File: src/rtl/riscv_fetch_queue.sv
// riscv_fetch_queue: PC, ready/valid imem request/response and DEPTH-entry prefetch queue with redirect flush.
// Optional FETCH_MISALIGN_CHK_EN: flag misaligned redirects and stall fetch until an aligned redirect.
module riscv_fetch_queue #(
  parameter int ADDR_WIDTH = 32,
  parameter int DATA_WIDTH = 32,
  parameter int DEPTH = 4,
  parameter logic [ADDR_WIDTH-1:0] RESET_PC = 32'h0040_0000
) (
  input  logic                         clk,
  input  logic                         rst,
  input  logic                         en,
  output logic                         imem_req_valid,
  output logic [ADDR_WIDTH-1:0]        imem_req_addr,
  input  logic                         imem_req_ready,
  input  logic                         imem_rsp_valid,
  input  logic [DATA_WIDTH-1:0]        imem_rsp_data,
  input  logic                         redirect_valid,
  input  logic [ADDR_WIDTH-1:0]        redirect_pc,
  output logic                         instr_valid,
  output logic [DATA_WIDTH-1:0]        instr_data,
  output logic [ADDR_WIDTH-1:0]        instr_pc,
  input  logic                         instr_ready,
  output logic [$clog2(DEPTH+1)-1:0]   count,
  output logic                         misalign_err
);
  localparam int CW = $clog2(DEPTH+1);
  localparam int PW = $clog2(DEPTH);
  typedef enum logic {RUN, FLUSH} state_t;
  state_t state_q, state_d;
  logic [ADDR_WIDTH-1:0] fetch_pc_q, fetch_pc_d, rsp_pc_q, rsp_pc_d, redir_pc;
  logic [CW-1:0] count_q, count_d, out_q, out_d, discard_q, discard_d;
  logic [PW-1:0] head_q, head_d, tail_q, tail_d;
  logic misalign_q, misalign_d;
  logic req_fire, rsp_fire, push, pop_eff;
  logic [ADDR_WIDTH-1:0] pc_mem [DEPTH];
  logic [DATA_WIDTH-1:0] data_mem [DEPTH];
`ifdef FETCH_MISALIGN_CHK_EN
  assign redir_pc = redirect_pc;
  assign misalign_d = redirect_valid ? |redirect_pc[1:0] : misalign_q;
`else
  logic unused_low_bits;
  assign unused_low_bits = ^redirect_pc[1:0];
  assign redir_pc = {redirect_pc[ADDR_WIDTH-1:2], 2'b00};
  assign misalign_d = 1'b0;
`endif
  // queue space is reserved at issue time, so responses can never overflow it
  assign imem_req_valid = !rst && en && state_q == RUN && !misalign_q &&
                          ({1'b0, count_q} + {1'b0, out_q}) < (CW+1)'(DEPTH);
  assign imem_req_addr = fetch_pc_q;
  assign req_fire = imem_req_valid & imem_req_ready;
  assign rsp_fire = imem_rsp_valid;
  assign push = rsp_fire && state_q == RUN && !redirect_valid;
  assign pop_eff = instr_valid && instr_ready && !redirect_valid;
  assign instr_valid = count_q != '0;
  assign instr_data = data_mem[head_q];
  assign instr_pc = pc_mem[head_q];
  assign count = count_q;
  assign misalign_err = misalign_q;
  always_comb begin
    out_d = out_q + CW'(req_fire) - CW'(rsp_fire);
    count_d = redirect_valid ? '0 : count_q + CW'(push) - CW'(pop_eff);
    head_d = redirect_valid ? '0 : head_q + PW'(pop_eff);
    tail_d = redirect_valid ? '0 : tail_q + PW'(push);
    fetch_pc_d = redirect_valid ? redir_pc : req_fire ? fetch_pc_q + 4 : fetch_pc_q;
    rsp_pc_d = redirect_valid ? redir_pc : push ? rsp_pc_q + 4 : rsp_pc_q;
    // everything still in flight at a redirect, including this cycle's accept, is stale
    discard_d = redirect_valid ? out_d : (state_q == FLUSH && rsp_fire) ? discard_q - 1'b1 : discard_q;
    state_d = redirect_valid ? (out_d != '0 ? FLUSH : RUN) :
              (state_q == FLUSH && discard_d == '0) ? RUN : state_q;
  end
  always_ff @(posedge clk or posedge rst) begin
    if (rst) begin
      state_q <= RUN;
      fetch_pc_q <= RESET_PC;
      rsp_pc_q <= RESET_PC;
      count_q <= '0;
      out_q <= '0;
      discard_q <= '0;
      head_q <= '0;
      tail_q <= '0;
      misalign_q <= 1'b0;
    end else begin
      state_q <= state_d;
      fetch_pc_q <= fetch_pc_d;
      rsp_pc_q <= rsp_pc_d;
      count_q <= count_d;
      out_q <= out_d;
      discard_q <= discard_d;
      head_q <= head_d;
      tail_q <= tail_d;
      misalign_q <= misalign_d;
    end
  end
  always_ff @(posedge clk) begin
    if (push) begin
      pc_mem[tail_q] <= rsp_pc_q;
      data_mem[tail_q] <= imem_rsp_data;
    end
  end
endmodule

File: config.mk
export PLATFORM = sky130hd
export DESIGN_NAME = riscv_fetch_queue
export DESIGN_NICKNAME = d
export VERILOG_FILES = /design/src/rtl/riscv_fetch_queue.sv
export SDC_FILE = /design/constraint.sdc
export NUM_CORES = 1
export LEC_CHECK = 0
export ABC_CLOCK_PERIOD_IN_PS = 7600
export CORE_MARGIN = 5
export CORE_UTILIZATION = 55
export DETAILED_ROUTE_END_ITERATION = 10
export GPL_TIMING_DRIVEN = 0
export PLACE_DENSITY_LB_ADDON = 0.25
export SLEW_MARGIN = 5
export SYNTH_ARGS = -nofsm -noshare
export SYNTH_HDL_FRONTEND = slang
export SYNTH_SLANG_ARGS = --single-unit
export TNS_END_PERCENT = 1
File: constraint.sdc
create_clock -name clk -period 7.6 [get_ports clk]
set_input_delay 1.52 -clock clk [delete_from_list [all_inputs] [get_ports clk]]
set_output_delay 1.52 -clock clk [all_outputs]
set_load 0.05 [all_outputs]
== Word level (Yosys, flattened, before mapping) ==
Memories as Yosys holds them, arrays and structs flattened.
Index checks and enable logic that the tools add are counted.

* Register bits: 78
* Bits in latches: 0
* Memory bits (writable): 256
* ROM bits: 0
* Bits of input ports: 71
* Output and inout bits: 102
* Word-level logic and storage cells: 54
* Memories kept: 2

{| class="wikitable"
|+ Memories
! name !! depth !! bits a word !! read ports !! clocked after memory_dff !! write ports !! RTL line !! RTL
|-
| data_mem || 4 || 32 || 1 || 0 || 1 || 36 || <nowiki>logic [DATA_WIDTH-1:0] data_mem [DEPTH];</nowiki>
|-
| pc_mem || 4 || 32 || 1 || 0 || 1 || 35 || <nowiki>logic [ADDR_WIDTH-1:0] pc_mem [DEPTH];</nowiki>
|}

* $add $sub $neg: 10
* $mul: 0
* Divide/modulo/power cells: 0
* Magnitude comparators: 1
* Equality and inequality tests: 0
* Shifts and indexed selects: 0
* Mux-type cells: 14
* Bitwise operators: 2
* Reductions and logical operators: 17

{| class="wikitable"
|+ Operators by type and width
! kind !! count
|-
| $mux W32 || 4
|-
| $add A32 B3 Y32 const B || 2
|-
| $logic_and A1 B1 Y1 || 9
|-
| $mux W3 || 3
|-
| $add A3 B1 Y3 || 2
|-
| $reduce_bool A2 Y1 || 3
|-
| $reduce_bool A3 Y1 || 2
|-
| $sub A3 B1 Y3 || 2
|-
| $mux W1 || 5
|-
| $add A2 B1 Y2 || 2
|-
| $add A3 B3 Y4 || 1
|-
| $lt A4 B3 Y1 const B || 1
|-
| $mux W2 || 2
|-
| $logic_not A3 Y1 || 1
|-
| $sub A3 B1 Y3 const B || 1
|-
| $logic_not A1 Y1 || 2
|-
| $and A1 B1 Y1 || 1
|-
| $not A1 Y1 || 1
|}

== Longest topological paths before layout ==
Gate-level depths: netlist (run 1).

* Depth in word-level cells: 12
* Gate-level depth with buffers: 14
* Gate-level depth less buffers: 12

== Worst setup path before layout (run 1) ==
Ideal clock, no wire load.

* Path type: in2reg
* From: input port redirect_valid
* To: memory data_mem[1][0], enable pin
* Library setup time: 0.571 ns
* Arrival: 6.546 ns
* Required time: 7.029 ns
* Setup slack: 0.483 ns
* Cell stages on the path: 4
* Path buffers: 1
* Cells stage by stage: clkbuf_1 -> nor2_1 -> inv_1 -> nor3b_1

* Word-level cells in the longest chain between the ends: 4

{| class="wikitable"
|+ Ends and longest elaborated chain
! what !! RTL line !! RTL
|-
| start, declared || 17 || <nowiki>input logic redirect_valid,</nowiki>
|-
| $logic_not A1 Y1 || 52 || <nowiki>assign push = rsp_fire && state_q == RUN && !redirect_valid;</nowiki>
|-
| $logic_and A1 B1 Y1 || 52 ||
|-
| $mux W1 || 95 || <nowiki>if (push) begin</nowiki>
|-
| $mux W1 (not written as such) || 97 || <nowiki>data_mem[tail_q] <= imem_rsp_data;</nowiki>
|-
| end, declared || 36 ||
|}

No other way between the ends.

== Final worst setup path (run 1) ==
* From: input port rst
* To: output port imem_req_valid

* Word-level cells in the longest chain between the ends: 4

{| class="wikitable"
|+ Ends and longest elaborated chain
! what !! RTL line !! RTL
|-
| start, declared || 10 || <nowiki>input logic rst,</nowiki>
|-
| $logic_not A1 Y1 (no line) || -- ||
|-
| $logic_and A1 B1 Y1 (3 in a row) || 47 || <nowiki>assign imem_req_valid = !rst && en && state_q == RUN && !misalign_q &&</nowiki>
|-
| end, declared || 12 || <nowiki>output logic imem_req_valid,</nowiki>
|}

No other way between the ends.

==> results of run 1 <==
==> critical path, delay by kind of cell <==
| family | cells | cell delay (ps) |
|---|---|---|
| and+or+nand+nor | 2 | 390 |
| buffers and inverters | 2 | 1270 |
==> cell type report <==
class	count	area, µm²
Multi-Input combinational cell	366	3681
Buffer	37	187.7
Sequential cell	322	9301
Fill cell	1555	6867
Inverter	18	70.07
Tap cell	319	399.1
Clock inverter	14	175.2
Clock buffer	48	997.2
Timing Repair Buffer	181	1864
==> where the power goes <==
part	internal [mW]	total [mW]	switching (mW)
sequential	2.03	2.13	0.103
clock	1.05	1.69	0.638
combinational	0.426	1.05	0.628
==> synth_stat cells (all sizes together), types with 13 or more instances <==
| cell | count |
|---|---|
| and3 | 16 |
| buf | 22 |
| clkbuf | 15 |
| dfrtp | 72 |
| edfxtp | 248 |
| inv | 18 |
| mux2 | 41 |
| mux4 | 62 |
| nand2 | 22 |
| nand3 | 29 |
| nand4 | 28 |
| nor2 | 20 |
| xnor2 | 49 |
| xor2 | 13 |
==> cell families after synthesis <==
group                      count (synthesis)  share of synthesized area
other                                      1                  0.0002841
buffers and inverters                     55                    0.01934
xor gates and xnor gates                  62                    0.04114
AOI/OAI and AO/OA                         32                    0.01441
adders and majority gates                 13                    0.01346
muxes                                    104                     0.1415
DFF                                      322                     0.7046
and+or+nand+nor                          150                    0.06521
==> registers in the layout, summed over array words and instances (netlist names) <==
| name | flops |
|---|---|
| count | 3 |
| data_mem | 128 |
| discard_q | 3 |
| head_q | 2 |
| imem_req_addr | 30 |
| out_q | 3 |
| pc_mem | 120 |
| rsp_pc_q | 30 |
| state_q | 1 |
| tail_q | 2 |
==> path summary, 6_finish.rpt <==
check,from,endpoint
min in group asynchronous,rst,head_q[1]$_DFF_PP0_
max in group asynchronous,rst,rsp_pc_q[22]$_DFFE_PP1N_
setup reg to reg,count[2]$_DFF_PP0_,state_q$_DFFE_PP0P_
hold reg to reg,rsp_pc_q[30]$_DFFE_PP0N_,pc_mem[2][30]$_DFFE_PP_
hold / removal,rsp_pc_q[30]$_DFFE_PP0N_,pc_mem[2][30]$_DFFE_PP_
setup / recovery,rst,imem_req_valid
==> metal layers <==
layer / vias up / part of all wire / GRT usage
met1: 3669 / 0.45 / 0.2924
li1: 3334 / - / -
met5: - / 0 / 0
met4: 0 / 0.015 / 0.04953
met2: 256 / 0.48 / 0.3246
met3: 32 / 0.060 / 0.03469
==> results_dict.tcl, run 1 <==
set metrics [dict create \
    max_slew_margin 0.4851 \
    r2r.worst_path.cells 14 \
    dpl-instance-area_um2 15500 \
    synth_cell_types 44 \
    fin_ws_ps 2901 \
    first_pass_iters 5 \
    grt_overflow_total 0 \
    insertion_delay_ps 500 \
    drive_above_1_share 0.2079 \
    yosysSeqAreaShare 0.7046 \
    synthCells 739 \
    layout_common_cells "edfxtp_1, clkdlybuf4s50_1, dfrtp_1" \
    htreeDepth 2 \
    cts.sinks 322 \
    grt_usage 0.2017 \
    power_density_nw_per_um2 292.3 \
    peakVddDrop_mv 0.1767 \
    fmax_mhz 212.8 \
    fin_crit_ps 4699 \
    final_common_cell "edfxtp_1" \
    area_growth_pct 26.33 \
    critical_path.endpoint_type "output pin" \
    num_rows 56 \
    fin_crit_sh 0.6182 \
    design_area_um2 16680 \
    synthTopCellsByArea "edfxtp_1, dfrtp_1, mux4_2" \
    wl_per_cell_um 20.35 \
    synth_seq_cells 322 \
    drtIter0Drc 466 \
    syn_area_um2 13200 \
    die_area_um2 27200 \
    grt_pass1_wl_mm 42.36 \
    hold_viol_final 0 \
    synth_top_flop_cell "edfxtp_1" \
    hold_class "flip-flop to flip-flop" \
    reg2reg_slack_ps 4470 \
    initial_core_util 0.5607 \
    path_cells "clkdlybuf4s50_1 > nor4_2 > and3_1 > clkdlybuf4s50_1" \
    post_cts_buffers 0 \
    grt_pass1_vias 7794 \
    ys_warn_count 0 \
    rsz0062_at_grt "no" \
    dp.cells 1243 \
    num_antenna_cells 0 \
    final_cells 1305 \
    final_util 0.7083 \
    cts_tree "built" \
    yosys.area.top_type "edfxtp_1" \
    cts-root-buf "clkbuf_16" \
    min_path_cells 0 \
    cp.arrival_ps 3180 \
    hold-worst-slack_ps 562.0 \
    drc 0 \
    dpl.hpwl_mm 18.20 \
    antenna_left 0 \
    cts_made_buffers 34 \
    antenna_found_initial 0 \
    clockBufferDepth 3 \
    critPathSlowestCell "clkdlybuf4s50_1" \
    ctsHoldBuffers 0 \
    run_status "complete, no violations" \
    tightestPinTransition_ps 772.4 \
    cp-start-kind "primary input" \
    crit_fanout 2 \
    cp_slowest_stage_delay_ps 800 \
    setup_viol 0 \
    core-area_um2 23540 \
    cts.clk_slew.worst_paths_ps 60 \
    synth_edf_count 248 \
    yosysTopAreaCellShare 0.5642 \
    finalNetCount 1044 \
    grt_start_max_net_pins 66 \
    p_leak_nw 5.728 \
    crit_required_ps 6080 \
    viasPerCell 5.587 \
    maxCapViolCount 0 \
    crit_top_cell "clkdlybuf4s50_1" \
    routed_wl_mm 26.56 \
    place_congestion 0.8032 \
    fp.dieH_um 164.9 \
    tns_ps 0 \
    die_width_um 164.9 \
    place_ws_ps 2915 \
    skew_ps 18.72 \
    synthArstFlopShare 0.2298 \
    slew_violations 0 \
    vias 7291 \
    finalPower_mw 4.874 \
    port-buffer-count 164 \
    ctsResizeCount 0 \
    critPathKind "primary input to output pin" \
    io_pins 173 \
    syn_area_per_cell_um2 17.86 \
]
No activity file was read; power rests on OpenSTA's default activity.
==> run 2, diff against run 1 <==
- ABC_CLOCK_PERIOD_IN_PS: 7600 -> 4300
- CORE_UTILIZATION: 55 -> 50
- clock period: 7.6 -> 4.3 ns (I/O delays scaled with it)
==> results_dict.tcl, run 2 (same netlist as run 1, synthesis figures left out) <==
set metrics [dict create \
    num_antenna_cells 0 \
    routed_wl_mm 27.04 \
    hold_viol_final 0 \
    dpl.hpwl_mm 18.61 \
    power_density_nw_per_um2 502.3 \
    core-area_um2 26060 \
    layout_common_cells "edfxtp_1, clkdlybuf4s50_1, dfrtp_1" \
    num-fill-cells 1873 \
    insertion_delay_ps 510 \
    final_util 0.6351 \
    grt_overflow_total 0 \
    die_area_um2 29750 \
    largest_reg_flops 128 \
    reg2reg_slack_ps 1190 \
    p_seq_frac 0.453 \
    num_rows 59 \
    cp-startpoint "head_q[0]$_DFF_PP0_" \
    post_cts_buffers 0 \
    power_switching_mw 2.428 \
    ctsResizeCount 0 \
    critPathKind "flip-flop to output pin" \
    io_pins 173 \
    cts-root-buf "clkbuf_16" \
    skew_ps 24.13 \
    rr_endpoint "state_q$_DFFE_PP0P_" \
    antenna_left 0 \
    slew_violations 0 \
    antenna_found_initial 0 \
    drtIter0Drc 448 \
    tightestPinTransition_ps 900.5 \
    drc 0 \
    ctsHoldBuffers 0 \
    switching_share 0.2920 \
    htreeDepth 2 \
    vias 7153 \
    final_common_cell "edfxtp_1" \
    cp.arrival_ps 3150 \
    combPwrFrac 0.225 \
    crit_path_end "instr_pc[13]" \
    max_slew_margin 0.3964 \
    regMostFlops "data_mem" \
    grt_pass1_vias 7688 \
    grt_usage 0.1874 \
    min_path_cells 0 \
    grt_pass1_wl_mm 42.77 \
    clockBufferDepth 3 \
    dpl-instance-area_um2 15540 \
    maxCapViolCount 0 \
    crit_required_ps 3440 \
    setup_viol 0 \
    power.share.clock 0.322 \
    fp.dieH_um 172.5 \
    r2r.worst_path.cells 14 \
    port-buffer-count 164 \
    drive_above_1_share 0.1967 \
    cts_tree "built" \
    run_status "complete, no violations" \
    fmax_mhz 249.1 \
    crit_fanout 10 \
    viasPerCell 5.435 \
    critical_path.endpoint_type "output pin" \
    p_leak_nw 5.649 \
    first_pass_iters 6 \
    rr_startpoint "count[2]$_DFF_PP0_" \
    cts_made_buffers 34 \
    cts.sinks 322 \
    grt_start_max_net_pins 66 \
    design_area_um2 16550 \
    reg.largest.list "data_mem (128), pc_mem (120)" \
    finalNetCount 1041 \
    fin_crit_sh 0.9337 \
    cts.clk_slew.worst_paths_ps 60 \
    initial_core_util 0.5066 \
    area_growth_pct 25.37 \
    cp-start-kind "flip-flop" \
    p_int_mw 5.886 \
    peakVddDrop_mv 0.3836 \
    fin_crit_ps 4015 \
    hold_class "flip-flop to flip-flop" \
    place_congestion 0.8209 \
    die_width_um 172.5 \
    wl_per_cell_um 20.55 \
    rsz0062_at_grt "no" \
]
-- run 2: cell count changes in the layout (fill, tap and decap cells not counted), sizes merged --
cell      delta
buf          -3
bufinv       -3
clkbuf       -6
clkinv       +8
clkinvlp     -2
inv          +1
-- run 2: how the worst min path moves through the flow --
stage / startpoint / end / slack, ps
floorplan: rsp_pc_q[6]$_DFFE_PP0N_ / pc_mem[0][6]$_DFFE_PP_ / 490
global placement: rsp_pc_q[6]$_DFFE_PP0N_ / pc_mem[2][6]$_DFFE_PP_ / 540
detailed placement: rsp_pc_q[30]$_DFFE_PP0N_ / pc_mem[3][30]$_DFFE_PP_ / 560
CTS: rsp_pc_q[22]$_DFFE_PP1N_ / pc_mem[3][22]$_DFFE_PP_ / 570
global route: rsp_pc_q[22]$_DFFE_PP1N_ / pc_mem[2][22]$_DFFE_PP_ / 580
finish: rsp_pc_q[6]$_DFFE_PP0N_ / pc_mem[1][6]$_DFFE_PP_ / 560
-- run 2: metrics by stage --
stage | power [mW] | hold slack (ps) | worst slack [ps] | setup TNS, ps | instances
floorplan | 5.073 | 489.1 | -1820 | -118670 | 743
global placement | 5.677 | 542.5 | -5734 | -726350 | 1242
detailed placement | 5.718 | 560.2 | 388.6 | 0 | 1256
CTS | 8.413 | 571.0 | 138.9 | 0 | 1316
global route | 8.679 | 583.9 | 47.39 | 0 | 1316
finish | 8.314 | 558.5 | 285.1 | 0 | 1316
-- run 2: layer usage --
metal / track usage / part of all wire / vias to the layer above / wire [µm]
met4: 0.04716 / 0.018 / 0 / 496
met2: 0.2960 / 0.47 / 224 / 12760
met1: 0.2684 / 0.45 / 3572 / 12100
li1: - / - / 3314 / -
met5: 0 / 0 / - / 0
met3: 0.04252 / 0.063 / 43 / 1692
-- run 2: area by class of cell --
type                       count  area (µm²)  share of cell area
sequential                   322        9301              0.5620
multi-input combinational    366        3687              0.2228
timing repair buffer         178        1873              0.1132
clock buffer                  42       902.1             0.05451
tap                          335       419.2             0.02533
buffer                        37       187.7             0.01134
clock inverter                18       108.9            0.006577
inverter                      18       70.07            0.004234
-- run 2: power groups by stage --
| stage | sequential [mW] | combinational, mW | clock, mW |
|---|---|---|---|
| after floorplan | 3.91 | 1.16 | 0 |
| after global placement | 3.83 | 1.84 | 0 |
| after detailed placement | 3.82 | 1.90 | 0 |
| after CTS | 3.76 | 1.90 | 2.75 |
| after global routing | 3.79 | 2.00 | 2.89 |
| final | 3.76 | 1.87 | 2.68 |
-- run 2: worst max-delay path: stages, from the launching register on --
cell             delay, ps
dfrtp_1                360
clkbuf_1               490
buf_2                  450
mux4_2                 560
clkdlybuf4s50_1        780
